===== src/rtl/tl_uncached_fetch_adapter.sv =====
// Uncached TileLink fetch requester: turns simple read requests into Get/GetBlock acquires
// and queues the returning grant beats in a small response FIFO. Optional beat checking: TL_FETCH_CHECK_EN.
module tl_uncached_fetch_adapter #(
    parameter int ADDR_W     = 32,
    parameter int RESP_DEPTH = 2
) (
    input  logic              clk,
    input  logic              reset,
    output logic              io_req_ready,
    input  logic              io_req_valid,
    input  logic [ADDR_W-1:0] io_req_bits_addr,
    input  logic              io_req_bits_block,
    input  logic              io_resp_ready,
    output logic              io_resp_valid,
    output logic [63:0]       io_resp_bits_data,
    output logic [2:0]        io_resp_bits_beat,
    output logic              io_resp_bits_last,
    input  logic              io_acquire_ready,
    output logic              io_acquire_valid,
    output logic [ADDR_W-7:0] io_acquire_bits_addr_block,
    output logic [1:0]        io_acquire_bits_client_xact_id,
    output logic [2:0]        io_acquire_bits_addr_beat,
    output logic              io_acquire_bits_is_builtin_type,
    output logic [2:0]        io_acquire_bits_a_type,
    output logic [11:0]       io_acquire_bits_union,
    output logic [63:0]       io_acquire_bits_data,
    output logic              io_grant_ready,
    input  logic              io_grant_valid,
    input  logic [2:0]        io_grant_bits_addr_beat,
    input  logic [1:0]        io_grant_bits_client_xact_id,
    input  logic [3:0]        io_grant_bits_g_type,
    input  logic [63:0]       io_grant_bits_data,
    output logic              io_error
);
    localparam int PTR_W = (RESP_DEPTH > 1) ? $clog2(RESP_DEPTH) : 1;
    localparam logic [PTR_W:0]   DEPTH_C = (PTR_W+1)'(RESP_DEPTH);
    localparam logic [PTR_W:0]   CNT_ONE = (PTR_W+1)'(1);
    localparam logic [PTR_W-1:0] PTR_ONE = PTR_W'(1);

    typedef enum logic [1:0] {S_IDLE, S_ACQ, S_GNT} state_t;

    state_t            state_q, state_d;
    logic [ADDR_W-1:0] addr_q, addr_d;
    logic              block_q, block_d;
    logic [1:0]        xact_id_q, xact_id_d;
    logic [2:0]        beat_cnt_q, beat_cnt_d;
    logic [PTR_W-1:0]  wr_ptr_q, wr_ptr_d;
    logic [PTR_W-1:0]  rd_ptr_q, rd_ptr_d;
    logic [PTR_W:0]    count_q, count_d;

    // Entry layout: {data[63:0], beat[2:0], last}
    logic [67:0]       fifo_mem [RESP_DEPTH];
    logic [67:0]       fifo_head;
    logic              fifo_full;
    logic              push;
    logic              pop;
    logic              grant_last;

    assign fifo_full  = (count_q == DEPTH_C);
    assign fifo_head  = fifo_mem[rd_ptr_q];
    assign push       = io_grant_valid & io_grant_ready;
    assign pop        = io_resp_valid & io_resp_ready;
    assign grant_last = ~block_q | (beat_cnt_q == 3'd7);

    assign io_req_ready                    = (state_q == S_IDLE);
    assign io_acquire_valid                = (state_q == S_ACQ);
    assign io_grant_ready                  = (state_q == S_GNT) & ~fifo_full;
    assign io_acquire_bits_addr_block      = addr_q[ADDR_W-1:6];
    assign io_acquire_bits_client_xact_id  = xact_id_q;
    assign io_acquire_bits_addr_beat       = block_q ? 3'd0 : addr_q[5:3];
    assign io_acquire_bits_is_builtin_type = 1'b1;
    assign io_acquire_bits_a_type          = block_q ? 3'd1 : 3'd0;
    assign io_acquire_bits_union           = block_q ? 12'd1 : {addr_q[2:0], 3'd3, 6'd0};
    assign io_acquire_bits_data            = 64'd0;

    assign io_resp_valid     = (count_q != '0);
    assign io_resp_bits_data = fifo_head[67:4];
    assign io_resp_bits_beat = fifo_head[3:1];
    assign io_resp_bits_last = fifo_head[0];

    always_comb begin
        state_d    = state_q;
        addr_d     = addr_q;
        block_d    = block_q;
        xact_id_d  = xact_id_q;
        beat_cnt_d = beat_cnt_q;
        unique case (state_q)
            S_IDLE: begin
                if (io_req_valid) begin
                    addr_d  = io_req_bits_addr;
                    block_d = io_req_bits_block;
                    state_d = S_ACQ;
                end
            end
            S_ACQ: begin
                if (io_acquire_ready) begin
                    beat_cnt_d = 3'd0;
                    state_d    = S_GNT;
                end
            end
            S_GNT: begin
                if (push) begin
                    beat_cnt_d = beat_cnt_q + 3'd1;
                    if (grant_last) begin
                        xact_id_d = xact_id_q + 2'd1;
                        state_d   = S_IDLE;
                    end
                end
            end
            default: state_d = S_IDLE;
        endcase
    end

    always_comb begin
        wr_ptr_d = push ? wr_ptr_q + PTR_ONE : wr_ptr_q;
        rd_ptr_d = pop  ? rd_ptr_q + PTR_ONE : rd_ptr_q;
        count_d  = count_q;
        if (push && !pop) begin
            count_d = count_q + CNT_ONE;
        end else if (pop && !push) begin
            count_d = count_q - CNT_ONE;
        end
    end

    always_ff @(posedge clk or negedge reset) begin
        if (!reset) begin
            state_q    <= S_IDLE;
            addr_q     <= '0;
            block_q    <= 1'b0;
            xact_id_q  <= 2'd0;
            beat_cnt_q <= 3'd0;
            wr_ptr_q   <= '0;
            rd_ptr_q   <= '0;
            count_q    <= '0;
        end else begin
            state_q    <= state_d;
            addr_q     <= addr_d;
            block_q    <= block_d;
            xact_id_q  <= xact_id_d;
            beat_cnt_q <= beat_cnt_d;
            wr_ptr_q   <= wr_ptr_d;
            rd_ptr_q   <= rd_ptr_d;
            count_q    <= count_d;
        end
    end

    // Storage is not reset; occupancy (count_q) alone decides what is valid.
    always_ff @(posedge clk) begin
        if (push) begin
            fifo_mem[wr_ptr_q] <= {io_grant_bits_data, io_grant_bits_addr_beat, grant_last};
        end
    end

`ifdef TL_FETCH_CHECK_EN
    logic error_q, error_d;
    logic grant_bad;

    always_comb begin
        grant_bad = push & ((io_grant_bits_client_xact_id != xact_id_q) |
                            (io_grant_bits_g_type != (block_q ? 4'd5 : 4'd4)) |
                            (io_grant_bits_addr_beat != (block_q ? beat_cnt_q : addr_q[5:3])));
        error_d   = error_q | grant_bad;
    end

    always_ff @(posedge clk or negedge reset) begin
        if (!reset) begin
            error_q <= 1'b0;
        end else begin
            error_q <= error_d;
        end
    end

`ifndef SYNTHESIS
    always @(posedge clk) begin
        if (reset && grant_bad) begin
            $display("tl_uncached_fetch_adapter: unexpected grant id=%0d g_type=%0d beat=%0d",
                     io_grant_bits_client_xact_id, io_grant_bits_g_type, io_grant_bits_addr_beat);
        end
    end
`endif

    assign io_error = error_q;
`else
    logic unused_grant_fields;
    assign unused_grant_fields = ^{io_grant_bits_client_xact_id, io_grant_bits_g_type};
    assign io_error = 1'b0;
`endif

endmodule


===== config.mk =====
export PLATFORM = sky130hd
export DESIGN_NAME = tl_uncached_fetch_adapter
export DESIGN_NICKNAME = d
export VERILOG_FILES = /design/src/rtl/tl_uncached_fetch_adapter.sv
export SDC_FILE = /design/constraint.sdc
export NUM_CORES = 1
export LEC_CHECK = 0
export ABC_AREA = 1
export BUFFER_PORTS_ARGS = -buffer_cell sky130_fd_sc_hd__buf_2
export CORE_MARGIN = 2
export CORE_UTILIZATION = 29
export DETAILED_ROUTE_END_ITERATION = 10
export MAX_ROUTING_LAYER = met4
export REMOVE_ABC_BUFFERS = 1
export SLEW_MARGIN = 20
export SYNTH_ARGS = -nofsm -noshare
export SYNTH_HDL_FRONTEND = slang
export SYNTH_SLANG_ARGS = --single-unit

===== constraint.sdc =====
create_clock -name clk -period 7 [get_ports clk]
set_input_delay 0.7 -clock clk [delete_from_list [all_inputs] [get_ports clk]]
set_output_delay 0.7 -clock clk [all_outputs]
set_load 0.02 [all_outputs]

-- After elaboration in Yosys (flattened, before gate mapping)
Memory sizes are Yosys's and may differ from the RTL's.
Cells that the tools add are included.
- register bits after elaboration: 44
- output and inout bits: 184
- RAM bits: 136
- word-level logic and storage cells: 56
- memories kept: 1
- bits of input ports: 112
- equal/unequal tests: 8
- add/sub/neg operators: 6
- bitwise gates (word level): 6
- reductions and logical operators: 12
- mux-type cells: 15
- memories (memory ; words ; width ; read ports ; clocked after memory_dff ; wr ports ; line ; source):
    fifo_mem ; 2 ; 68 ; 1 ; 0 ; 1 ; 52 ; logic [67:0] fifo_mem [RESP_DEPTH];
- operators by type and width (kind ; count):
    12-bit 2-to-1 mux ; 1
    2-bit 2-to-1 mux ; 6
    3-bit 2-to-1 mux ; 3
    2-bit != test (second input constant) ; 3
    2-bit case mux with 3 select lines ; 1
    3-bit case mux with 2 select lines ; 1
    3-bit AND reduction ; 2
    2-bit nonzero test ; 3
    2-bit by 1-bit adder with 2-bit output (second input constant) ; 2
    2-bit equality test (second input constant) ; 2
    4-bit AND reduction ; 1
    3-bit by 1-bit adder with 3-bit output (second input constant) ; 1
    1-bit AND ; 3
    3-bit equality test (second input constant) ; 1
    1-bit 2-to-1 mux ; 3
    1-bit adder (second input constant) ; 2
    2-bit by 1-bit equality test with 1-bit output (second input constant) ; 1
    1-bit logical AND ; 2
    1-bit zero test ; 2
    2-bit zero test ; 1
    2-bit by 1-bit != test with 1-bit output (second input constant) ; 1
    1-bit NOT ; 2
    2-bit AND reduction ; 1
    2-bit by 1-bit subtractor with 2-bit output (second input constant) ; 1
    1-bit OR ; 1

-- Depth between registers and ports, before layout
Gate-level depths: netlist of the first run.
- depth after elaboration: 8
- gate-level depth with buffers: 9
- depth with buffers taken out: 9

-- Least setup slack after synthesis of the first run
No wires, ideal clock.
- kind: input to register
- start: input io_grant_valid
- end: memory fifo_mem[0][0], enable pin
- arrival time: 3660 ps
- cell stages on the path: 2
- buffers on the path: 0
- data required time: 6505 ps
- library setup time: 495 ps
- path slack: 2846 ps
- path through: nand3_4 > nor2_1
- longest elaborated chain between the ends: 3
- RTL lines (element ; line ; source):
    from (decl) ; 28 ; input logic io_grant_valid,
    1-bit AND ; 61 ; assign push = io_grant_valid & io_grant_ready;
    1-bit 2-to-1 mux ; 149 ; if (push) begin
    1-bit 2-to-1 mux (implied by the code) ; 150 ; fifo_mem[wr_ptr_q] <= {io_grant_bits_data, io_grant_bits_addr_beat, grant_last};
    to (decl) ; 52 ;
Every way passes these cells.

-- Worst setup path in the final report of the first run
- start: register rd_ptr_q
- end: output io_resp_bits_data[8]
- longest elaborated chain between the ends: 1
- RTL lines (element ; line ; source):
    from (decl) ; 48 ; logic [PTR_W-1:0] rd_ptr_q, rd_ptr_d;
    from (signal assigned) ; 142 ; rd_ptr_q <= rd_ptr_d;
    memory read 2 x 68 bit ; n/a ;
    to (decl) ; 15 ; output logic [63:0] io_resp_bits_data,
Every way passes these cells.

==> qor.yml, run 1 <==
drt:
  via_count: 4869
  ant_nets: 0
  vias_per_cell: 4.017
  drt_first_iter_violations: 221
  dr.pass1.iters: 4
  drc: 0
  routedWlPerCell_um: 13.23
  routed_wl_mm: 16.04
power_and_ir_drop:
  max-vdd-ir-drop_v: 0.0002145
  p_leak_nw: 4.307
  clkPwrFrac_pct: 25.5
  comb_power_share_pct: 37.0
  p_int_mw: 2.273
  switching_share_pct: 40.98
  p_seq_share_pct: 37.5
  power_mw: 3.850
  switching_power_mw: 1.578
  p_per_area_nw_per_um2: 419.9
sta:
  grt_setup_unrepaired: "false"
  fin_crit_sh_pct: 38.86
  worst_pin_slew_ns: 0.8612
  fin_crit_ns: 2.720
  fin_tns_setup_ns: 0
  fin_ws_ns: 4.280
  hold_viol: 0
  maxSlewViolCount: 0
  setup_viol: 0
  max_freq_mhz: 367.6
  clock_skew_ns: 0.01587
  relSlewSlack_pct: 42.59
final_layout:
  drive_gt1_share_pct: 31.01
  syn_to_final_growth_pct: 20.29
  layout_commonest_cell: "nand2_1"
  layout.nets: 976
  layout_common_cells: "nand2_1 (275), buf_2 (214), edfxtp_1 (136), conb_1 (74), dfrtp_1 (43)"
  final_core_util_pct: 35.39
  fin_cells: 1212
place:
  dp_cells: 1177
  hpwl_mm: 10.38
  place_congestion: 0.7114
  io_buffers: 215
  pre_cts_slack_ns: 4.255
setup_path:
  start_kind: "register"
  end_kind: "output pin"
  cp.required_ns: 6.30
  critPathKind: "reg -> out"
  arrival_ns: 2.02
  worstPathMaxFanout: 68
yosys:
  ys_types: 24
  ys_seq_area_share_pct: 68.01
  yosys-top-cells-area: "edfxtp_1 (54%), dfrtp_1 (14%), nand2_1 (14%), buf_4 (10%), nand3_1 (2.0%)"
  ys_ff_latch: 180
  synth_top_area_share_pct: 53.57
  yosys_warnings: 0
  yosysTopAreaCell: "edfxtp_1"
  syn_avg_cell_area_um2: 11.24
  netlist_instances: 678
  syn_area_um2: 7624
die:
  dieWidth_um: 166.1
  dieArea_um2: 27600
  rows: 59
  initial_core_util_pct: 29.42
  pin_count: 296
  die_y_um: 166.1
  coreArea_um2: 25910
clock_tree:
  cts_tree: "done"
  cts_inserted_buffers: 17
  cts_root_buffer: "clkbuf_16"
  cts_resized: 0
  clock_latency_ns: 0.43
  clkSinkCount: 180
  clk_pin_slew_ns: 0.08
  postCtsHoldBufs: 0
  cts_max_path_buffers: 2
  htreeDepth: 4
  cts_setup_buffers: 0
global_routing:
  grt_overflow: 0
  grt_pass1_wl_mm: 25.21
  antenna_found_initial: 3
  grt_use_total_pct: 12.10
  grt_max_degree: 69
  grt_pass1_vias: 4729
outcome:
  status: "complete, no violations"
job:
  drv_cap: 0
worst_hold_path:
  min_path_type: "in -> async"
-- layer usage --
layer	vias up	track usage (%)	routed length [um]
met1	2237	13.94	6645
met5	-	-	0
li1	2398	-	-
met4	0	3.138	173
met2	226	20.24	7965
met3	8	4.147	1254
-- final timing paths --
path,start,to,slack [ns],cells past startpoint
worst max-delay path,rd_ptr_q,io_resp_bits_data[8],4.28,5
worst min-delay path,reset,addr_q[8],0.26,1
worst max register to register,state_q[0],fifo_mem[1][12],4.48,4
worst min register to register,addr_q[29],addr_q[29],0.47,2
max in group asynchronous,reset,rd_ptr_q,6.34,1
min in group clk,io_grant_bits_data[3],fifo_mem[0][7],0.45,1
-- Yosys cell counts, drive strengths merged --
library cell  instances
nand3b                1
clkinv                1
dfrtp                44
a21oi                 8
xnor2                 1
clkbuf                9
ha                    3
buf                 118
nand3                31
conb                  2
edfxtp              136
inv                  16
or2                   2
nor2                 22
xor2                  4
nand2               280
-- power by group through the flow --
stage / Clock, mW / Sequential (mW) / Combinational, mW
2_1_floorplan: 0 / 1.60 / 0.776
3_3_place_gp: 0 / 1.46 / 1.45
3_5_place_dp: 0 / 1.46 / 1.46
4_1_cts: 1.02 / 1.44 / 1.46
5_1_grt: 1.06 / 1.46 / 1.58
6_report: 0.982 / 1.44 / 1.43
-- layout make-up --
| class | instances | area, um2 |
|---|---|---|
| Tap cell | 335 | 419.2 |
| Sequential cell | 180 | 5186 |
| Multi-Input combinational cell | 426 | 1774 |
| Antenna cell | 3 | 7.507 |
| Clock buffer | 17 | 425.4 |
| Inverter | 17 | 65.06 |
| Timing Repair Buffer | 219 | 1109 |
| Clock inverter | 15 | 183.9 |
| Fill cell | 2621 | 16740 |
-- sequential cells by signal, summed over array words and instances, names as in the netlist, 2 cells and up --
register and cells:
count_q 2, addr_q 32, beat_cnt_q 3, state_q 2, io_acquire_bits_client_xact_id 2, fifo_mem 136
-- logic make-up after synthesis --
family | synth area share [%]
AND/OR/NAND/NOR | 17.69
flip-flops | 68.01
buffers and inverters | 12.46
AO/OA/AOI/OAI | 0.6729
XOR/XNOR | 0.5744
adder cells (fa/ha/maj) | 0.4924
other | 0.09851
-- metrics by stage --
| step | hold slack [ns] | area [um2] |
|---|---|---|
| final | 0.2614 | 9170 |
| after detailed placement | 0.4540 | 8551 |
| after CTS | 0.4348 | 9160 |
| after floorplan | 0.4044 | 7009 |
| after global routing | 0.2914 | 9170 |
| after global placement | 0.4513 | 8551 |
-- worst max-delay path, cell delays in order (launching register included) --
cell and delay, ns:
dfrtp_2 0.41, inv_2 0.06, buf_4 0.62, nand2_1 0.11
nand2_1 0.13, buf_2 0.17
Power figures use the tool's default switching activity.
==> run 2: changes to the inputs <==
==> constraint.sdc (replaced) <==
create_clock -name clk -period 2.22 [get_ports clk]
set_input_delay 0.222 -clock clk [delete_from_list [all_inputs] [get_ports clk]]
set_output_delay 0.222 -clock clk [all_outputs]
set_load 0.02 [all_outputs]
==> qor.yml, run 2 (synthesized netlist as in run 1, its figures left out) <==
outcome:
  status: "complete, no violations"
power_and_ir_drop:
  p_per_area_nw_per_um2: 1220
  p_seq_share_pct: 37.7
  p_leak_nw: 4.622
  comb_power_share_pct: 38.6
  p_int_mw: 7.170
  max-vdd-ir-drop_v: 0.0007186
  switching_power_mw: 4.913
  clkPwrFrac_pct: 23.7
  switching_share_pct: 40.66
sta:
  setup_viol: 0
  fin_ws_ns: 0.3024
  worst_pin_slew_ns: 0.7801
  hold_slack_ns: 0.03049
  hold_viol: 0
  maxSlewViolCount: 0
  max_freq_mhz: 521.5
  grt_setup_unrepaired: "false"
  fin_tns_setup_ns: 0
  fin_crit_sh_pct: 86.38
  fin_crit_ns: 1.918
  clock_skew_ns: 0.009655
  relSlewSlack_pct: 47.81
final_layout:
  layout_commonest_cell: "nand2_1"
  syn_to_final_growth_pct: 29.89
  largest_reg_flops: 136
  drive_gt1_share_pct: 29.19
  fin_area_um2: 9902
  layout_common_cells: "nand2_1 (275), buf_2 (215), edfxtp_1 (136), conb_1 (74), dlygate4sd3_1 (69)"
  antenna-diode-count: 0
  layout.nets: 1051
  largestRegisters: "fifo_mem: 136 flops, addr_q: 32 flops, beat_cnt_q: 3 flops"
  regMostFlops: "fifo_mem"
clock_tree:
  clock_latency_ns: 0.42
  htreeDepth: 4
  cts_inserted_buffers: 17
  clk_pin_slew_ns: 0.07
  cts_setup_buffers: 0
  cts_max_path_buffers: 2
  cts_root_buffer: "clkbuf_16"
  cts_tree: "done"
  clkSinkCount: 180
place:
  pre_cts_slack_ns: 0.4457
  place_area_um2: 8646
  place_congestion: 0.7286
  hpwl_mm: 10.59
  io_buffers: 215
setup_path:
  reg2reg_from: "state_q[0]"
  arrival_ns: 1.70
  worstPathMaxFanout: 65
  r2r_slack_ns: 0.48
  start_kind: "register"
  end_kind: "output pin"
  cp.required_ns: 2.00
  critPathKind: "reg -> out"
  crit_path_start: "rd_ptr_q"
global_routing:
  grt_pass1_wl_mm: 26.34
  grt_pass1_vias: 5136
  grt_use_total_pct: 12.51
  grt_overflow: 0
  grt_max_degree: 69
  antenna_found_initial: 0
worst_hold_path:
  min_path_type: "in -> reg"
  hold_start: "io_req_bits_addr[7]"
job:
  drv_cap: 0
drt:
  ant_nets: 0
  dr.pass1.iters: 4
  via_count: 5158
  drc: 0
  vias_per_cell: 4.017
  drt_first_iter_violations: 284
  routed_wl_mm: 16.52
  routedWlPerCell_um: 12.87
die:
  initial_core_util_pct: 29.42
  dieArea_um2: 27600
  pin_count: 296
  dieWidth_um: 166.1
  die_y_um: 166.1
  coreArea_um2: 25910
  rows: 59
## run 2: cell types whose count changed in the layout (fill, tap and decap cells not counted), sizes merged
cell	before	now
inv	25	23
clkinv	5	8
bufinv	1	0
dlygate4sd3	0	69
buf	219	225
diode	3	0
## run 2: through the flow
stage,util (%),std cells,power (mW)
final,38.22,1284,12.08
after global routing,38.22,1284,12.92
after CTS,38.22,1284,12.31
after detailed placement,33.37,1183,9.293
after global placement,33.37,1183,9.244
after floorplan,-,623,7.485
## run 2: critical path, stage by stage, from the launching register on
cell	delay, ns
dfrtp_2	0.43
inv_2	0.12
buf_12	0.32
nand2_1	0.09
nand2_1	0.11
buf_2	0.18
## run 2: worst paths after layout
path / end / cells past startpoint
max: io_resp_bits_data[52] / 5
min reg2reg: addr_q[21] / 2
max reg2reg: fifo_mem[1][5] / 4
max in group asynchronous: addr_q[1] / 3
min in group asynchronous: addr_q[22] / 2
min: addr_q[7] / 3
## run 2: power groups by stage
| stage | Sequential [mW] | Clock, mW | Combinational, mW |
|---|---|---|---|
| 2_1_floorplan | 5.04 | 0 | 2.45 |
| 3_3_place_gp | 4.61 | 0 | 4.63 |
| 3_5_place_dp | 4.61 | 0 | 4.68 |
| 4_1_cts | 4.56 | 2.99 | 4.77 |
| 5_1_grt | 4.62 | 3.14 | 5.17 |
| 6_report | 4.55 | 2.87 | 4.66 |
## run 2: layer usage
layer	global-route usage [%]	share of wire [%]	vias up
met3	3.742	7.5	7
met1	14.72	42	2401
met4	3.025	0.69	0
met2	21.09	49	214
li1	-	-	2536
met5	-	0	-
## run 2: layout make-up
| type | count | area [um2] |
|---|---|---|
| inverter | 17 | 65.06 |
| clock buffer | 17 | 425.4 |
| sequential | 180 | 5186 |
| fill | 2552 | 16010 |
| timing repair buffer | 294 | 1892 |
| clock inverter | 15 | 140.1 |
| tap | 335 | 419.2 |
| multi-input combinational | 426 | 1774 |
## run 2: what timing repair did
| item | CTS | global route |
|---|---|---|
| hold buffers | 69 | 0 |
| gates resized for setup | 0 | 0 |
| hold endpoints to repair | 153 | 0 |
